--- src/rtl/fifo_pkg.sv ---
// rtl/fifo_pkg.sv - shared operation decode type for the FIFO pointer controller
package fifo_pkg;

  typedef enum logic [1:0] {
    OP_IDLE = 2'd0,
    OP_WR   = 2'd1,
    OP_RD   = 2'd2,
    OP_RW   = 2'd3
  } fifo_op_t;

endpackage

--- src/rtl/fifo_wrap_counter.sv ---
// rtl/fifo_wrap_counter.sv - enabled up-counter that returns to 0 after wrap_val
module fifo_wrap_counter #(
  parameter int NUM_CNT_BITS = 4
) (
  input  logic                    clk,
  input  logic                    n_rst,
  input  logic                    clear,
  input  logic                    count_enable,
  input  logic [NUM_CNT_BITS-1:0] wrap_val,
  output logic [NUM_CNT_BITS-1:0] count_out,
  output logic                    wrap_flag
);

  assign wrap_flag = (count_out == wrap_val);

  always_ff @(posedge clk or negedge n_rst) begin
    if (!n_rst) begin
      count_out <= '0;
    end else if (clear) begin
      count_out <= '0;
    end else if (count_enable) begin
      if (wrap_flag) count_out <= '0;
      else           count_out <= count_out + NUM_CNT_BITS'(1);
    end
  end

endmodule

--- src/rtl/fifo_ptr_ctrl.sv ---
// rtl/fifo_ptr_ctrl.sv - FIFO pointers, occupancy, flags and sticky errors for any DEPTH >= 2
module fifo_ptr_ctrl
  import fifo_pkg::*;
#(
  parameter int DEPTH = 8,
  parameter int AW    = $clog2(DEPTH),
  parameter int CW    = $clog2(DEPTH + 1)
) (
  input  logic          clk,
  input  logic          n_rst,
  input  logic          clear,
  input  logic          wr_en,
  input  logic          rd_en,
  input  logic [CW-1:0] af_th,
  input  logic [CW-1:0] ae_th,
  output logic          wr_accept,
  output logic          rd_accept,
  output logic [AW-1:0] wr_ptr,
  output logic [AW-1:0] rd_ptr,
  output logic [CW-1:0] count,
  output logic          full,
  output logic          empty,
  output logic          almost_full,
  output logic          almost_empty,
  output logic          overflow,
  output logic          underflow
);

  localparam logic [AW-1:0] LAST_IDX = AW'(DEPTH - 1);
  localparam logic [CW-1:0] MAX_CNT  = CW'(DEPTH);

  fifo_op_t      op;
  logic [CW-1:0] count_next;
  logic          unused_wr_wrap;
  logic          unused_rd_wrap;

  // A full FIFO can still take a write when a read frees a slot in the same cycle.
  assign rd_accept = rd_en & ~clear & ~empty;
  assign wr_accept = wr_en & ~clear & (~full | rd_accept);

  always_comb begin
    op         = OP_IDLE;
    count_next = count;
    case ({rd_accept, wr_accept})
      2'b01:   op = OP_WR;
      2'b10:   op = OP_RD;
      2'b11:   op = OP_RW;
      default: op = OP_IDLE;
    endcase
    case (op)
      OP_WR:   count_next = count + CW'(1);
      OP_RD:   count_next = count - CW'(1);
      default: count_next = count;
    endcase
  end

  fifo_wrap_counter #(.NUM_CNT_BITS(AW)) u_wr_ptr (
    .clk          (clk),
    .n_rst        (n_rst),
    .clear        (clear),
    .count_enable (wr_accept),
    .wrap_val     (LAST_IDX),
    .count_out    (wr_ptr),
    .wrap_flag    (unused_wr_wrap)
  );

  fifo_wrap_counter #(.NUM_CNT_BITS(AW)) u_rd_ptr (
    .clk          (clk),
    .n_rst        (n_rst),
    .clear        (clear),
    .count_enable (rd_accept),
    .wrap_val     (LAST_IDX),
    .count_out    (rd_ptr),
    .wrap_flag    (unused_rd_wrap)
  );

  // full/empty come from count_next so they line up with the registered count.
  always_ff @(posedge clk or negedge n_rst) begin
    if (!n_rst) begin
      count     <= '0;
      full      <= 1'b0;
      empty     <= 1'b1;
      overflow  <= 1'b0;
      underflow <= 1'b0;
    end else if (clear) begin
      count     <= '0;
      full      <= 1'b0;
      empty     <= 1'b1;
      overflow  <= 1'b0;
      underflow <= 1'b0;
    end else begin
      count     <= count_next;
      full      <= (count_next == MAX_CNT);
      empty     <= (count_next == '0);
      overflow  <= overflow | (wr_en & ~wr_accept);
      underflow <= underflow | (rd_en & ~rd_accept);
    end
  end

  assign almost_full  = (count >= af_th);
  assign almost_empty = (count <= ae_th);

endmodule

--- config.mk ---
export PLATFORM = sky130hd
export DESIGN_NAME = fifo_ptr_ctrl
export DESIGN_NICKNAME = d
export VERILOG_FILES = /design/src/rtl/fifo_pkg.sv /design/src/rtl/fifo_wrap_counter.sv /design/src/rtl/fifo_ptr_ctrl.sv
export SDC_FILE = /design/constraint.sdc
export NUM_CORES = 1
export LEC_CHECK = 0
export BUFFER_PORTS_ARGS = -buffer_cell sky130_fd_sc_hd__buf_2
export CAP_MARGIN = 20
export CORE_UTILIZATION = 43
export DETAILED_ROUTE_END_ITERATION = 8
export GPL_TIMING_DRIVEN = 0
export HOLD_SLACK_MARGIN = 0.1
export PLACE_DENSITY_LB_ADDON = 0.3
export SYNTH_ARGS = -nofsm -noshare
export SYNTH_HDL_FRONTEND = slang
export SYNTH_SLANG_ARGS = --single-unit
--- constraint.sdc ---
create_clock -name clk -period 3.6 [get_ports clk]
set_clock_uncertainty 0.2 [all_clocks]
set_input_delay 0.18 -clock clk [delete_from_list [all_inputs] [get_ports clk]]
set_output_delay 0.18 -clock clk [all_outputs]
set_load 0.005 [all_outputs]
==> flow_metrics.tcl <==
set metrics [dict create \
    fin_tns_setup_ns 0 \
    end_kind "flop" \
    powerDensity_nw_per_um2 304.4 \
    power.switching_uw 109.9 \
    wl_um 1912 \
    critical_path_class "in -> reg" \
    ys_types 30 \
    relSlewSlack 0.7170 \
    async_reset_ff_frac 1.000 \
    synth_area_leaders "dfrtp_1 33%, ha_1 19%, nor2_1 4.2%" \
    min_period_ns 3.102 \
    synthCells 101 \
    dr.pass1.iters 4 \
    gp_congestion 0.7386 \
    swShare 0.2934 \
    die_y_um 49.76 \
    htree_levels 1 \
    hpwlAfterDp_um 1541 \
    worstSkewPairLatency_ns 0.27 \
    synth-edff-count 0 \
    die_width_um 49.76 \
    cp_slowest_cell "dlygate4sd3_1" \
    initial_core_util 0.4757 \
    startpoint "rd_en" \
    grt_max_degree 15 \
    vias 850 \
    antenna_found_initial 0 \
    grt-ovfl-total 0 \
    ant_nets 0 \
    synth-main-ff-cell "dfrtp_1" \
    post_cts_buffers 0 \
    hold_viol 0 \
    p_clk_frac 0.237 \
    fp.dieArea_um2 2476 \
    pin_count 31 \
    setup_violations 0 \
    synth_area_um2 980.9 \
    vdd_drop_max_mv 0.1364 \
    yosysWarnings 0 \
    finalMaxSlewViolations 0 \
    yosys-top-cells-count "15 x ha_1, 13 x dfrtp_1, 11 x nor2_1" \
    max-cap-violations 0 \
    rsz0062_at_grt "no" \
    critPathMaxStageDelay_ns 0.52 \
    rows 16 \
    yosys_register_bits 14 \
    leakage_uw 0.0007199 \
    grt_pass1_vias 795 \
    avgRoutedWirePerCell_um 11.52 \
    avgSynthCellArea_um2 9.712 \
    cts_tree "yes" \
    crit_fanout 8 \
    arrival_ns 3.07 \
    crit_required_ns 3.57 \
    path_clk_slew_ns 0.09 \
    timing.rr.start "empty$_DFF_PN1_" \
    synth_top_area_share 0.3316 \
    worst_slack_ns 0.4984 \
    p_comb_frac 0.278 \
    diodes 0 \
    p_int_uw 264.8 \
    hold_path_class "in -> async" \
    grt.total_usage 0.1754 \
    grt_pass1_wl_um 3284 \
    core_area_um2 2062 \
    clockBufferDepth 2 \
    area_delta_synth_final_pct 25.51 \
    port_buffers 30 \
    drive_gt1_frac 0.2950 \
    synth_most_common_cell "ha_1" \
    worstMarginPinSlew_ns 0.4244 \
    root_buffer "clkbuf_4" \
    max_freq_mhz 322.4 \
    syn_nets 129 \
    status "finished clean" \
    route.detailed.drc 0 \
    fin_crit_sh 0.8616 \
    yosysSeqAreaShare 0.3584 \
    drt_first_iter_violations 5 \
    fin_nets 168 \
    via_per_inst 5.120 \
    crit_chain "dlygate4sd3_1, buf_2, nand2b_1, buf_2, a21oi_1, inv_1, ha_1, xor2_1, ha_1, a21oi_1, mux2i_1, xnor2_1, a2111oi_2" \
    startpoint_type "input pin" \
    seq_power_share 0.485 \
    timing.hold.ws_ns 0.1172 \
    place_ws_ns 0.5509 \
    clock_sinks 14 \
    yosysTopAreaCell "dfrtp_1" \
    cts_buffers 3 \
]
==> layout make-up <==
| cell class | instances | area, um2 |
|---|---|---|
| fill | 196 | 830.8 |
| multi-input combinational | 75 | 574.3 |
| sequential | 14 | 351.6 |
| timing repair buffer | 34 | 190.2 |
| tap | 27 | 33.78 |
| inverter | 8 | 30.03 |
| clock buffer | 4 | 26.28 |
| buffer | 4 | 25.02 |
==> through the flow <==
stage / util / total power (uW) / cells / cell area, um2
2_1_floorplan: - / 248.3 / 101 / 980.9
3_3_place_gp: 0.5649 / 281.0 / 158 / 1165
3_5_place_dp: 0.5649 / 287.0 / 158 / 1165
4_1_cts: 0.5971 / 379.0 / 166 / 1231
5_1_grt: 0.5971 / 402.5 / 166 / 1231
6_report: 0.5971 / 374.8 / 166 / 1231
==> sequential cells by signal, summed over array words and instances (netlist names) <==
| signal | count |
|---|---|
| count | 4 |
| u_rd_ptr.count_out | 3 |
| u_wr_ptr.count_out | 3 |
| empty | 1 |
| full | 1 |
| overflow | 1 |
| underflow | 1 |
==> cells in the final DEF (no fill, tap or decap) <==
cell | netlist | routed
nand2b_1 | 6 | 6
a2111oi_2 | 1 | 1
a21o_1 | 4 | 4
o21ai_1 | 1 | 1
dfstp_2 | 1 | 1
nor4b_2 | 1 | 1
buf_2 | 2 | 32
xnor2_1 | 1 | 1
or3b_2 | 1 | 1
inv_1 | 8 | 8
nand2_1 | 4 | 4
nor2b_1 | 2 | 2
dfrtp_1 | 13 | 13
or3_4 | 1 | 1
clkbuf_1 | 1 | 2
buf_6 | 1 | 1
ha_1 | 15 | 15
mux2i_1 | 3 | 3
nand4_1 | 1 | 1
a31oi_1 | 2 | 2
dlygate4sd3_1 | 0 | 4
o21ai_0 | 4 | 4
o31ai_1 | 1 | 1
nor3b_1 | 1 | 1
o21a_1 | 3 | 3
xor2_1 | 3 | 3
a41o_1 | 1 | 1
a211o_1 | 1 | 1
nor3_1 | 1 | 1
clkbuf_4 | 0 | 3
a21oi_1 | 6 | 6
nor2_1 | 11 | 11
==> cells by family after synthesis <==
family,Yosys count,share of synthesized area
xor+xnor,4,0.03572
flops,14,0.3584
simple gates,29,0.1633
buf+inv,12,0.05612
compound gates,24,0.1645
fa+ha+maj,15,0.1913
mux,3,0.03061
==> worst max-delay path, delay by kind of cell <==
family / cells / cell delay, ns
simple gates: 1 / 0.05
buf+inv: 4 / 0.94
compound gates: 3 / 0.81
mux: 1 / 0.31
xor+xnor: 2 / 0.30
fa+ha+maj: 2 / 0.49
==> power groups by stage <==
stage          Combinational, uW  Clock, uW  Sequential, uW
5_1_grt                      119       99.4             184
6_report                     104       88.7             182
3_5_place_dp                 102          0             185
3_3_place_gp                96.8          0             184
2_1_floorplan               64.6          0             184
4_1_cts                      106       90.8             182
==> repair_timing <==
action,CTS,global route
endpoints found under the setup margin,0,0
hold buffers,4,0
hold endpoints to repair,21,0
resized for setup,0,0
==> worst paths after layout <==
| kind | cells after the start | slack, ns | to |
|---|---|---|---|
| max | 13 | 0.50 | full$_DFF_PN0_ |
| min | 2 | 0.12 | full$_DFF_PN0_ |
| max reg2reg | 11 | 0.59 | full$_DFF_PN0_ |
| min reg2reg | 2 | 0.31 | underflow$_DFF_PN0_ |
| max in group asynchronous | 2 | 2.79 | empty$_DFF_PN1_ |
| min in group clk | 2 | 0.31 | underflow$_DFF_PN0_ |
==> metal layers <==
layer	share of wire	wire length (um)	vias to the layer above	global-route usage
li1	-	-	429	-
met1	0.46	885	400	0.2004
met2	0.50	965	19	0.3266
met3	0.027	52	2	0.02778
met4	0.0042	8	0	0.05714
met5	0	0	-	0
(Power assumes the default switching activity.)
